--- src/rtl/i2c_bus_arbiter.sv ---
// Round-robin front end that shares one I2C master engine between NUM_REQ
// write requesters, with a response timeout and enforced bus-free time.
module i2c_bus_arbiter #(
  parameter int NUM_REQ      = 4,
  parameter int TIMEOUT_CYC  = 1024,
  parameter int BUS_FREE_CYC = 4
) (
  input  logic                 clk,
  input  logic                 reset,
  input  logic [NUM_REQ-1:0]   req_valid,
  input  logic [7*NUM_REQ-1:0] req_addr,
  input  logic [8*NUM_REQ-1:0] req_data,
  output logic [NUM_REQ-1:0]   req_ready,
  output logic [NUM_REQ-1:0]   rsp_valid,
  output logic                 rsp_err,
  output logic                 m_start,
  output logic [6:0]           m_addr,
  output logic [7:0]           m_data,
  input  logic                 m_done,
  output logic                 busy
);

  localparam int IDX_W   = $clog2(NUM_REQ);
  localparam int TIMER_W = $clog2(TIMEOUT_CYC) + 1;
  localparam logic [TIMER_W-1:0] TO_LAST   = TIMER_W'(TIMEOUT_CYC - 1);
  localparam logic [TIMER_W-1:0] HOLD_LAST = TIMER_W'(BUS_FREE_CYC - 1);

  typedef enum logic [2:0] {IDLE, ISSUE, WAIT, RESP, HOLD} state_t;

  state_t             state;
  logic [IDX_W-1:0]   last_grant;
  logic [IDX_W-1:0]   cur;
  logic [TIMER_W-1:0] timer;

  logic               found;
  logic [IDX_W-1:0]   win;
  logic [IDX_W-1:0]   cand;
  int                 cand_i;
  logic [6:0]         win_addr;
  logic [7:0]         win_data;

  function automatic logic [NUM_REQ-1:0] onehot(input logic [IDX_W-1:0] i);
    onehot = NUM_REQ'(1) << i;
  endfunction

  // Search upward from the slot after the last winner, wrapping around.
  always_comb begin
    found    = 1'b0;
    win      = '0;
    cand     = '0;
    cand_i   = 0;
    win_addr = '0;
    win_data = '0;
    for (int k = 1; k <= NUM_REQ; k++) begin
      cand_i = int'(last_grant) + k;
      if (cand_i >= NUM_REQ) cand_i = cand_i - NUM_REQ;
      cand = IDX_W'(cand_i);
      if (!found && req_valid[cand]) begin
        found = 1'b1;
        win   = cand;
      end
    end
    for (int k = 0; k < NUM_REQ; k++) begin
      if (win == IDX_W'(k)) begin
        win_addr = req_addr[7*k +: 7];
        win_data = req_data[8*k +: 8];
      end
    end
  end

  always_ff @(posedge clk or posedge reset) begin
    if (reset) begin
      state      <= IDLE;
      last_grant <= IDX_W'(NUM_REQ - 1);
      cur        <= '0;
      timer      <= '0;
      req_ready  <= '0;
      rsp_valid  <= '0;
      rsp_err    <= 1'b0;
      m_start    <= 1'b0;
      m_addr     <= '0;
      m_data     <= '0;
      busy       <= 1'b0;
    end else begin
      req_ready <= '0;
      rsp_valid <= '0;
      rsp_err   <= 1'b0;
      m_start   <= 1'b0;
      case (state)
        IDLE: begin
          if (found) begin
            m_addr    <= win_addr;
            m_data    <= win_data;
            req_ready <= onehot(win);
            cur       <= win;
            busy      <= 1'b1;
            state     <= ISSUE;
          end
        end
        ISSUE: begin
          m_start <= 1'b1;
          timer   <= '0;
          state   <= WAIT;
        end
        WAIT: begin
          timer <= timer + 1'b1;
          // A done pulse on the final timeout cycle still counts as success.
          if (m_done || timer == TO_LAST) begin
            rsp_valid <= onehot(cur);
            rsp_err   <= !m_done;
            state     <= RESP;
          end
        end
        RESP: begin
          last_grant <= cur;
          timer      <= '0;
          state      <= HOLD;
        end
        HOLD: begin
          if (timer == HOLD_LAST) begin
            timer <= '0;
            busy  <= 1'b0;
            state <= IDLE;
          end else begin
            timer <= timer + 1'b1;
          end
        end
        default: begin
          busy  <= 1'b0;
          state <= IDLE;
        end
      endcase
    end
  end

  a_ready_pulse: assert property (@(posedge clk) disable iff (reset)
    (req_ready != '0) |=> (req_ready == '0));
  a_rsp_pulse: assert property (@(posedge clk) disable iff (reset)
    (rsp_valid != '0) |=> (rsp_valid == '0));
  a_start_pulse: assert property (@(posedge clk) disable iff (reset)
    m_start |=> !m_start);
  a_ready_onehot: assert property (@(posedge clk) disable iff (reset)
    $onehot0(req_ready));
  a_rsp_onehot: assert property (@(posedge clk) disable iff (reset)
    $onehot0(rsp_valid));

endmodule

--- config.mk ---
export PLATFORM = sky130hd
export DESIGN_NAME = i2c_bus_arbiter
export DESIGN_NICKNAME = d
export VERILOG_FILES = /design/src/rtl/i2c_bus_arbiter.sv
export SDC_FILE = /design/constraint.sdc
export NUM_CORES = 1
export LEC_CHECK = 0
export ABC_AREA = 1
export CAP_MARGIN = 20
export CORE_ASPECT_RATIO = 0.6
export CORE_MARGIN = 2
export CORE_UTILIZATION = 58
export CTS_BUF_LIST = sky130_fd_sc_hd__clkbuf_2 sky130_fd_sc_hd__clkbuf_4 sky130_fd_sc_hd__clkbuf_8
export DETAILED_ROUTE_END_ITERATION = 8
export DONT_BUFFER_PORTS = 1
export PLACE_DENSITY = 0.74
export SLEW_MARGIN = 20
export SYNTH_ARGS = -nofsm -noshare
export SYNTH_HDL_FRONTEND = slang
export SYNTH_SLANG_ARGS = --single-unit
--- constraint.sdc ---
create_clock -name clk -period 2.3 [get_ports clk]
set_clock_uncertainty 0.15 [all_clocks]
set_input_delay 0.115 -clock clk [delete_from_list [all_inputs] [get_ports clk]]
set_output_delay 0.115 -clock clk [all_outputs]
set_load 0.03 [all_outputs]
Word level (Yosys, flattened, before mapping)
Index checks and enable logic that the tools add are counted.
{"block": "word_totals", "register_bits": 44, "out_inout_bits": 26, "elab_cells": 103}
{"block": "classes", "add_sub_neg": 9, "magnitude_cmp": 8, "eq_ne": 12, "n_shift": 2, "muxes": 44, "bitwise": 1, "n_reduce_logical": 16}
{"cell": "11-bit case mux with 3 select lines", "count": 1}
{"cell": "8-bit two-way mux", "count": 4}
{"cell": "7-bit two-way mux", "count": 4}
{"cell": "2-bit two-way mux", "count": 8}
{"cell": "4-bit two-way mux", "count": 4}
{"cell": "3-bit case mux with 5 select lines", "count": 1}
{"cell": "1-bit two-way mux", "count": 13}
{"cell": "2-bit by 3-bit less-than comparator with 1-bit output (second input constant)", "count": 4}
{"cell": "11-bit by 1-bit adder with 11-bit output (second input constant)", "count": 1}
{"cell": "11-bit by 10-bit equality test with 1-bit output (second input constant)", "count": 1}
{"cell": "11-bit by 2-bit equality test with 1-bit output (second input constant)", "count": 1}
{"cell": "11-bit two-way mux", "count": 1}
{"cell": "3-bit greater-or-equal comparator (second input constant)", "count": 3}
{"cell": "3-bit two-way mux", "count": 3}
{"cell": "1-bit binary-select mux with 2-bit select", "count": 4}
{"cell": "1-bit by 2-bit << shifter with 4-bit output (first input constant)", "count": 2}
{"cell": "2-bit by 1-bit subtractor with 2-bit output (second input constant)", "count": 4}
{"cell": "2-bit by 2-bit adder with 3-bit output (second input constant)", "count": 2}
{"cell": "3-bit by 2-bit equality test with 1-bit output (second input constant)", "count": 2}
{"cell": "2-bit inequality test (second input constant)", "count": 3}
{"cell": "3-bit AND reduction", "count": 2}
{"cell": "2-bit by 3-bit adder with 4-bit output (second input constant)", "count": 1}
{"cell": "2-bit equality test (second input constant)", "count": 2}
{"cell": "4-bit by 3-bit greater-or-equal comparator with 1-bit output (second input constant)", "count": 1}
{"cell": "other kinds (15)", "count": 20}

Depth between registers and ports, before layout
{"block": "depth", "word_depth": 20, "mapped_depth": 15, "depth_no_buf": 14}

Worst setup path after synthesis
Ideal clock, no wire load.
{"block": "synth_timing", "kind": "reg-to-reg", "from": "register last_grant[1]", "to": "register m_addr[6]", "setup_time_ps": 117, "arrival_time_ps": 1741, "path_slack_ps": 292, "path_stages_with_launch": 16, "synth_period_minus_slack_ps": 2008, "cell_sequence": "dfstp_2 > buf_4 > inv_4 > nand2_1 > nand2_2 > nand2_4 > nand2_4 > nor2_8 > nand4_4 > nand2_4 > inv_4 > buf_6 > nand3_1 > nand3_1 > nand2_1 > nand2_1"}
{"block": "synth_via", "elab_chain_cells": 20}
{"element": "from (decl)", "line_no": "31", "source": "logic [IDX_W-1:0] last_grant;"}
{"element": "from (signal assigned)", "line_no": "74", "source": "last_grant <= IDX_W'(NUM_REQ - 1);"}
{"element": "from (signal assigned)", "line_no": "115", "source": "last_grant <= cur;"}
{"element": "2-bit by 1-bit adder with 3-bit output", "line_no": "55", "source": "cand_i = int'(last_grant) + k;"}
{"element": "3-bit greater-or-equal comparator or 2-bit by 1-bit subtractor with 2-bit output (tied branches)", "line_no": "56", "source": "if (cand_i >= NUM_REQ) cand_i = cand_i - NUM_REQ;"}
{"element": "2-bit two-way mux", "line_no": "56"}
{"element": "1-bit binary-select mux with 2-bit select", "line_no": "58", "source": "if (!found && req_valid[cand]) begin"}
{"element": "1-bit two-way mux (not written as such)", "line_no": "58"}
{"element": "1-bit two-way mux", "line_no": "58"}
{"element": "1-bit logical NOT", "line_no": "58"}
{"element": "1-bit logical AND", "line_no": "58"}
{"element": "1-bit two-way mux", "line_no": "58"}
{"element": "1-bit logical NOT", "line_no": "58"}
{"element": "1-bit logical AND", "line_no": "58"}
{"element": "1-bit two-way mux", "line_no": "58"}
{"element": "1-bit logical NOT", "line_no": "58"}
{"element": "1-bit logical AND", "line_no": "58"}
{"element": "2-bit two-way mux", "line_no": "58"}
{"element": "2-bit logical NOT", "line_no": "64", "source": "if (win == IDX_W'(k)) begin"}
{"element": "7-bit two-way mux (4 in a row)", "line_no": "64"}
{"element": "to (signal assigned)", "line_no": "92", "source": "m_addr <= win_addr;"}
{"element": "to (decl)", "line_no": "17", "source": "output logic [6:0] m_addr,"}
Parallel ways exist; a longest one is shown, timed or not. The select of a mux whose other input is x is not followed.
A chain may end at the register's enable or synchronous reset.

Final worst setup path
{"block": "layout_timing", "from": "register last_grant[0]", "to": "register m_addr[0]"}
Same word-level chain as after synthesis.

==> impl_metrics.yaml <==
synthesis:
  synth_cell_type_count: 36
  synth_area_mm2: 0.00283
  synth_seq_cells: 44
  synth_ff_type: "dfrtp_1"
  synth_top_area_share_pct: 37.2
  synth_cells: 384
  yosysTopAreaCell: "dfrtp_1"
  async_flop_share_pct: 100
  synth_nets: 452
  synth_enable_flop_cells: 0
  syn_avg_cell_area_um2: 7.36
  yosysSeqAreaShare_pct: 39.1
  synthTopCellsByArea: "dfrtp_1 37%, nand2_1 14%, nand3_1 8.1%"
  yosys_warnings: 0
layout:
  layout_commonest_cell: "nand2_1"
  final_area_mm2: 0.00396
  drive_gt1_share_pct: 19.2
  layout_common_cells: "106 x nand2_1, 62 x dlygate4sd3_1, 45 x nand3_1"
  area_delta_synth_final_pct: 40.0
  fillers: 253
  nNetsFinal: 536
floorplanning:
  num_io_pins: 93
  die_area_mm2: 0.00546
  fp.dieH_um: 58.1
  core-area_mm2: 0.00464
  start_util_pct: 60.9
  rows: 19
  die_w_um: 94.1
detailed_routing:
  vias: 3191
  viasPerCell: 6.00
  routed_wl_mm: 10.3
  drtPass1Iterations: 5
  drt_iter0_markers: 371
  antenna_left: 0
  wl_per_cell_um: 19.3
  drc_errors: 0
global_routing:
  grt_pass1_vias: 2846
  antenna_found_initial: 1
  grt_max_degree: 45
  grt_first_pass_wirelength_mm: 13.7
  grt_usage_pct: 32.6
  gr-total-overflow: 0
status:
  violations: "negative setup slack"
  status: "finished, violations left"
placement:
  placed_area_mm2: 0.00293
  dp_hpwl_mm: 4.93
  place.gp.congestion: 0.868
  io_buffers: 0
timing:
  fmax_ghz: 0.403
  hold_slack_ns: 0.281
  maxSlewHeadroom_pct: 62.5
  tightest_slew_ns: 0.563
  setup_viol: 17
  min_period_ns: 2.48
  hold_viol: 0
  final.setup.tns_ns: -1.63
  slew_violations: 0
  rsz0062_at_grt: "true"
  timing.final.ws_setup_ns: -0.183
  period_share_pct: 108
clock_tree:
  numCtsBuffers: 5
  numClockSinks: 44
  h-tree-depth: 2
  cts_tree: "yes"
  clk_path_buf_depth: 2
  path_clk_slew_ns: 0.09
  clk_latency_ns: 0.31
  root_buffer: "clkbuf_8"
power_and_ir_drop:
  power_density_mw_per_mm2: 1810
  p_comb_share_pct: 67.2
  power.internal_mw: 3.40
  peakVddDrop_v: 0.00131
  power_switching_mw: 3.76
  seqPwrFrac_pct: 22.7
  power.leakage_nw: 1.96
  total_power_mw: 7.16
  p_clk_share_pct: 10.1
  switching_share_pct: 52.5
worst_setup_path:
  crit_type: "flip-flop to flip-flop"
  worst_ep_arrival_time_ns: 2.52
  setup.worst_path.start_class: "flip-flop"
  cp_max_fo: 10
  end_kind: "flip-flop"
  required_ns: 2.34
hold_path:
  hold_class: "input pin to asynchronous set/reset pin"
job:
  max-cap-violations: 0
## path summary, 6_finish.rpt
check	startpoint	endpoint	slack, ns	cells after the start
max	last_grant[0]	m_addr[0]	-0.18	13
max reg2reg	last_grant[0]	m_addr[0]	-0.18	13
min reg2reg	cur[0]	rsp_valid[0]	0.31	1
min in group clk	cur[0]	rsp_valid[0]	0.31	1
min	reset	m_addr[6]	0.28	3
max in group asynchronous	reset	last_grant[0]	1.32	3
## area by class of cell
class                      instances  area, µm²  area share, %
antenna                            1       2.50         0.0633
clock buffer                       5       68.8           1.74
clock inverter                     2       60.1           1.52
inverter                          48        188           4.75
multi-input combinational        281       1520           38.4
sequential                        44       1100           27.9
tap                               63       78.8           1.99
timing repair buffer              88        933           23.6
## sequential cells by signal (all words and copies together) (netlist names)
register / cells
state: 3
rsp_valid: 4
last_grant: 2
cur: 2
m_addr: 7
m_start: 1
busy: 1
timer: 11
req_ready: 4
rsp_err: 1
m_data: 8
## metal layers
layer | GRT usage (%) | part of all wire, % | vias up
li1 | - | - | 1401
met1 | 41.3 | 37 | 1486
met2 | 54.2 | 47 | 250
met3 | 7.93 | 11 | 54
met4 | 13.9 | 5.1 | 0
met5 | 0 | 0 | -
## logic make-up after synthesis
kind of cell               count (synthesis)  synth area share (%)
and+or+nand+nor                          240                  42.1
buffers and inverters                     60                  10.7
DFF                                       44                  39.1
AOI/OAI and AO/OA                         38                  7.35
xor gates and xnor gates                   1                 0.310
adders and majority gates                  1                 0.443
## stage by stage
stage / util, % / instances / setup slack [ns]
after global placement: 63.3 / 448 / 0.119
after CTS: 79.5 / 517 / 0.0347
after floorplan: - / 384 / 0.292
after detailed placement: 63.3 / 448 / 0.0366
final: 85.3 / 532 / -0.183
after global routing: 85.3 / 532 / -0.295
## cell usage after synthesis (4+ instances only)
master / n
nand2_4: 4
dfrtp_1: 42
nand2_1: 109
nor3_1: 7
nor2_2: 4
o21ai_1: 10
nand3_1: 46
a21oi_1: 11
inv_2: 12
nand3b_1: 7
nor2_1: 34
inv_1: 34
o21ai_0: 13
buf_6: 8
nand2_2: 13
## worst max-delay path: stages, from the launching register on
cell,delay [ns]
dfstp_2,0.58
inv_2,0.10
nand2_1,0.09
nand2_1,0.11
nand2_1,0.11
nand2_2,0.10
nor2_8,0.17
nand4_1,0.18
nand2_1,0.19
inv_2,0.14
nand2_4,0.15
nor2_1,0.07
nand2_1,0.09
nand3_1,0.11
## power by group through the flow
stage | Clock (mW) | Combinational (mW) | Sequential, mW
6_report | 0.725 | 4.81 | 1.62
5_1_grt | 0.762 | 5.15 | 1.64
2_1_floorplan | 0 | 2.76 | 1.53
3_3_place_gp | 0 | 3.31 | 1.59
3_5_place_dp | 0 | 3.38 | 1.60
4_1_cts | 0.706 | 3.49 | 1.59
## repair_timing
item,CTS,global route
buffers inserted,0,11
hold buffers,62,0
gates resized for setup,0,22
hold endpoints to repair,63,0
endpoints found under the setup margin,0,15
(Power assumes the default switching activity.)
